==> src/rtl/apb_csr_master_arb_pkg.sv <==
// Shared definitions for the APB CSR master: FSM state encoding and requester ids.
package apb_csr_master_arb_pkg;

  // APB transfer phases sequenced by the master
  typedef enum logic [1:0] {
    IDLE   = 2'd0,
    SETUP  = 2'd1,
    ACCESS = 2'd2
  } state_t;

  // Requester id encodings, also used as the grant / owner / last_grant value
  localparam logic REQ0 = 1'b0;
  localparam logic REQ1 = 1'b1;

endpackage

==> src/rtl/rr_arb2.sv <==
// Two-input round-robin grant: a sole requester wins, a tie goes to the
// requester that did not win last time. Purely combinational.
module rr_arb2
  import apb_csr_master_arb_pkg::*;
(
  input  logic valid0,
  input  logic valid1,
  input  logic last_grant,
  output logic grant_valid,
  output logic grant
);

  // Pick the winner from the current requests and the previous winner
  always_comb begin
    grant_valid = valid0 | valid1;
    grant       = REQ0;
    if (valid0 && valid1) begin
      grant = ~last_grant;
    end else if (valid1) begin
      grant = REQ1;
    end
  end

endmodule

==> src/rtl/apb_csr_master_arb.sv <==
// Two-requester APB master: round-robin arbitration, SETUP/ACCESS sequencing,
// bounded wait for slave ready, and a one-cycle done pulse to the owner.
module apb_csr_master_arb #(
  parameter int ADDRESS_SIZE   = 32,
  parameter int REG_WIDTH      = 8,
  parameter int TIMEOUT_CYCLES = 16,
  parameter int CNT_WIDTH      = 5
) (
  input  logic                    clk,
  input  logic                    rst_n,
  input  logic                    req0_valid,
  input  logic                    req0_write,
  input  logic [ADDRESS_SIZE-1:0] req0_addr,
  input  logic [REG_WIDTH-1:0]    req0_wdata,
  output logic                    req0_ready,
  output logic                    req0_done,
  input  logic                    req1_valid,
  input  logic                    req1_write,
  input  logic [ADDRESS_SIZE-1:0] req1_addr,
  input  logic [REG_WIDTH-1:0]    req1_wdata,
  output logic                    req1_ready,
  output logic                    req1_done,
  output logic [REG_WIDTH-1:0]    rsp_rdata,
  output logic                    rsp_err,
  output logic [ADDRESS_SIZE-1:0] addr,
  output logic                    sel,
  output logic                    en,
  output logic                    write,
  output logic [REG_WIDTH-1:0]    wdata,
  input  logic [REG_WIDTH-1:0]    rdata,
  input  logic                    ready,
  input  logic                    slv_err
);

  import apb_csr_master_arb_pkg::*;

  localparam logic [CNT_WIDTH-1:0] TIMEOUT_LAST = CNT_WIDTH'(TIMEOUT_CYCLES - 1);

  state_t               state;
  logic                 owner;
  logic                 last_grant;
  logic [CNT_WIDTH-1:0] cnt;
  logic                 grant_valid;
  logic                 grant;

  rr_arb2 u_arb (
    .valid0      (req0_valid),
    .valid1      (req1_valid),
    .last_grant  (last_grant),
    .grant_valid (grant_valid),
    .grant       (grant)
  );

  // Accept handshake is only offered in IDLE, and only to the winner
  always_comb begin
    req0_ready = (state == IDLE) && grant_valid && (grant == REQ0);
    req1_ready = (state == IDLE) && grant_valid && (grant == REQ1);
  end

  // Transfer FSM with registered APB, response and done outputs
  always_ff @(posedge clk or negedge rst_n) begin
    if (!rst_n) begin
      state      <= IDLE;
      owner      <= REQ0;
      last_grant <= REQ1;
      cnt        <= '0;
      sel        <= 1'b0;
      en         <= 1'b0;
      write      <= 1'b0;
      addr       <= '0;
      wdata      <= '0;
      rsp_rdata  <= '0;
      rsp_err    <= 1'b0;
      req0_done  <= 1'b0;
      req1_done  <= 1'b0;
    end else begin
      req0_done <= 1'b0;
      req1_done <= 1'b0;
      case (state)
        IDLE: begin
          sel <= 1'b0;
          en  <= 1'b0;
          if (grant_valid) begin
            // Payload is latched once and held for the whole transfer
            owner <= grant;
            addr  <= (grant == REQ1) ? req1_addr  : req0_addr;
            write <= (grant == REQ1) ? req1_write : req0_write;
            wdata <= (grant == REQ1) ? req1_wdata : req0_wdata;
            sel   <= 1'b1;
            state <= SETUP;
          end
        end
        SETUP: begin
          en    <= 1'b1;
          cnt   <= '0;
          state <= ACCESS;
        end
        ACCESS: begin
          if (ready) begin
            rsp_rdata  <= write ? '0 : rdata;
            rsp_err    <= slv_err;
            req0_done  <= (owner == REQ0);
            req1_done  <= (owner == REQ1);
            last_grant <= owner;
            sel        <= 1'b0;
            en         <= 1'b0;
            state      <= IDLE;
          end else if (cnt == TIMEOUT_LAST) begin
            // Slave never answered: abort and report an error to the owner
            rsp_rdata <= '0;
            rsp_err   <= 1'b1;
            req0_done <= (owner == REQ0);
            req1_done <= (owner == REQ1);
            sel       <= 1'b0;
            en        <= 1'b0;
            state     <= IDLE;
          end else begin
            cnt <= cnt + 1'b1;
          end
        end
        default: begin
          sel   <= 1'b0;
          en    <= 1'b0;
          state <= IDLE;
        end
      endcase
    end
  end

endmodule
==> config.mk <==
export PLATFORM = sky130hd
export DESIGN_NAME = apb_csr_master_arb
export DESIGN_NICKNAME = d
export VERILOG_FILES = /design/src/rtl/apb_csr_master_arb_pkg.sv /design/src/rtl/rr_arb2.sv /design/src/rtl/apb_csr_master_arb.sv
export SDC_FILE = /design/constraint.sdc
export NUM_CORES = 1
export LEC_CHECK = 0
export ABC_CLOCK_PERIOD_IN_PS = 5550
export BUFFER_PORTS_ARGS = -buffer_cell sky130_fd_sc_hd__buf_2
export CAP_MARGIN = 20
export CORE_ASPECT_RATIO = 1.2
export CORE_MARGIN = 2
export CORE_UTILIZATION = 45
export CTS_CLUSTER_DIAMETER = 80
export CTS_CLUSTER_SIZE = 10
export DETAILED_ROUTE_END_ITERATION = 12
export PLACE_DENSITY = 0.81
export SYNTH_ARGS = -nofsm -noshare
export SYNTH_HDL_FRONTEND = slang
export SYNTH_SLANG_ARGS = --single-unit
==> constraint.sdc <==
create_clock -name clk -period 5.55 [get_ports clk]
set_clock_uncertainty 0.1 [all_clocks]
set_input_delay 0.2775 -clock clk [delete_from_list [all_inputs] [get_ports clk]]
set_output_delay 0.2775 -clock clk [all_outputs]
set_load 0.05 [all_outputs]
==> results_dict.tcl <==
set metrics [dict create \
    ys_seq_elements 63 \
    initial_core_util_pct 46.9 \
    max-clock-path-buffers 2 \
    coreArea_um2 6090 \
    layout.cells.non_filler 458 \
    die_h_um 91.3 \
    status "complete, no violations" \
    tightest_slew_ns 0.987 \
    cts_sinks 63 \
    drive_gt1_share_pct 47.9 \
    ys.warnings.count 0 \
    yosys_most_used_dff "dfrtp_1" \
    seq_area_frac_synth_pct 55.2 \
    vias 2463 \
    final_cell_area_um2 3790 \
    rsz0062_at_grt "no" \
    die_area_um2 7010 \
    tns_ns 0 \
    pin_count 152 \
    htree_levels 3 \
    p_leak_nw 1.93 \
    slew_headroom_pct 34.1 \
    clkTransAtPathRegs_ns 0.07 \
    synth_cell_types 38 \
    gr-total-overflow 0 \
    critPathKind "flop to output port" \
    reg2reg_slack_ns 3.48 \
    syn_nets 325 \
    fill_cells 489 \
    postCtsSetupBuffers 0 \
    synthArstFlopShare_pct 100 \
    firstDrtPassIters 5 \
    cts_hold_buf 0 \
    postSynthCellCount 227 \
    final_util_pct 62.3 \
    netlist_top_cells_area "dfrtp_1, a221o_1, o21a_1" \
    clock_latency_ns 0.33 \
    hold_viol 0 \
    final_max_slew_viol_count 0 \
    arrival_ns 1.91 \
    ant_nets 0 \
    track_usage_pct 21.3 \
    root_buffer "clkbuf_8" \
    n_antenna_cell 0 \
    antenna_found_initial 0 \
    yosys.area.top_type_share_pct 54.3 \
    cp_max_fo 43 \
    hpwl_mm 5.01 \
    die_x_um 76.8 \
    worst_ep_required_time_ns 5.17 \
    io_buffers 151 \
    cts_buffers 9 \
    hp-class "primary input to async pin" \
    placementRows 31 \
    cts_resized 0 \
    period_minus_slack_ns 2.29 \
    fmaxAchievable_mhz 437 \
    via_per_inst 5.38 \
    place_inst 441 \
    setup_viol 0 \
    drcViolationCount 0 \
    startpoint_type "flop" \
    powerDensity_nw_per_um2 709 \
    syn_area_um2 2860 \
    avgRoutedWirePerCell_um 16.1 \
    drtIter0Drc 123 \
    grt_first_pass_wirelength_mm 11.9 \
    routed_wl_mm 7.37 \
    placed_area_um2 3590 \
    irDropWorstVdd_mv 0.418 \
    synth_most_common_cell "dfrtp_1" \
    area_growth_pct 32.7 \
    cap_violations 0 \
    grt_max_degree 64 \
    cts_tree "yes" \
    nNetsFinal 469 \
    gp_congestion 0.758 \
    synth-edff-count 0 \
    fin_crit_sh_pct 41.3 \
    yosysTopAreaCell "dfrtp_1" \
    endpoint_kind "output port" \
    synthTopCellsByCount "dfrtp_1, a221o_1, o21a_1, a22o_1" \
    grt_pass1_vias 2449 \
    avgSynthCellArea_um2 12.6 \
]
## stage by stage
stage / total power, mW / setup WS, ns / hold WS, ns
4_1_cts: 2.71 / 3.16 / 0.0360
3_3_place_gp: 2.27 / 3.27 / 0.312
6_report: 2.69 / 3.26 / 0.00408
3_5_place_dp: 2.30 / 3.13 / 0.322
5_1_grt: 2.83 / 3.13 / 0.0478
2_1_floorplan: 2.00 / 3.63 / -0.118
## routing by layer
metal	vias up	part of all wire (%)	GRT usage (%)
li1	1168	-	-
met1	1197	43	27.2
met2	81	51	34.6
met3	17	4.3	4.77
met4	0	2.3	9.09
met5	-	0	0
## cell usage in the layout (no fill, tap or decap), drive strengths merged, types with 3 or more instances in the layout
| cell | n |
|---|---|
| inv | 6 |
| nand2 | 7 |
| clkbuf | 12 |
| clkinvlp | 3 |
| nor2 | 8 |
| o21ai | 4 |
| a22o | 9 |
| buf | 154 |
| o21a | 41 |
| a221o | 41 |
| and3 | 3 |
| dfrtp | 62 |
## power breakdown
part / internal (mW) / leakage, nW / total, mW / switching, mW
registers: 0.668 / 0.789 / 0.803 / 0.134
clock network: 0.219 / 0.0916 / 0.397 / 0.178
logic: 0.458 / 1.05 / 1.49 / 1.03
total: 1.35 / 1.93 / 2.69 / 1.34
## path summary, 6_finish.rpt
path / from / end / cells past startpoint
setup / recovery: state[0] / req1_ready / 4
hold / removal: rst_n / addr[23] / 2
setup reg to reg: cnt[0] / cnt[2] / 6
hold reg to reg: owner / req0_done / 1
max in group asynchronous: rst_n / addr[16] / 2
min in group clk: rdata[7] / rsp_rdata[7] / 2
## area by class of cell
cell class | instances | area [µm²] | share of cell area (%)
Clock buffer | 11 | 141 | 3.73
Clock inverter | 5 | 57.6 | 1.52
Inverter | 6 | 22.5 | 0.594
Multi-Input combinational cell | 136 | 1110 | 29.2
Sequential cell | 63 | 1580 | 41.6
Tap cell | 82 | 103 | 2.70
Timing Repair Buffer | 155 | 786 | 20.7
## state kept, by name (all words and copies together) (netlist names), 2 cells and up
signal,flops
rsp_rdata,8
state,2
cnt,5
wdata,8
addr,32
## logic make-up (layout without fill, tap and decap cells)
| kind of cell | count (synthesis) | after routing | share of synthesized area [%] |
|---|---|---|---|
| compound gates | 104 | 104 | 31.2 |
| fa+ha+maj | 2 | 2 | 0.875 |
| buf+inv | 28 | 177 | 6.39 |
| flops | 63 | 63 | 55.2 |
| mux | 2 | 2 | 0.744 |
| simple gates | 28 | 28 | 5.65 |
## critical path: stages (launching register included)
cell and delay, ns:
dfrtp_1 0.52, nor2_2 0.15, and3_1 0.16, buf_4 0.39, buf_2 0.35
Power figures use the tool's default switching activity.
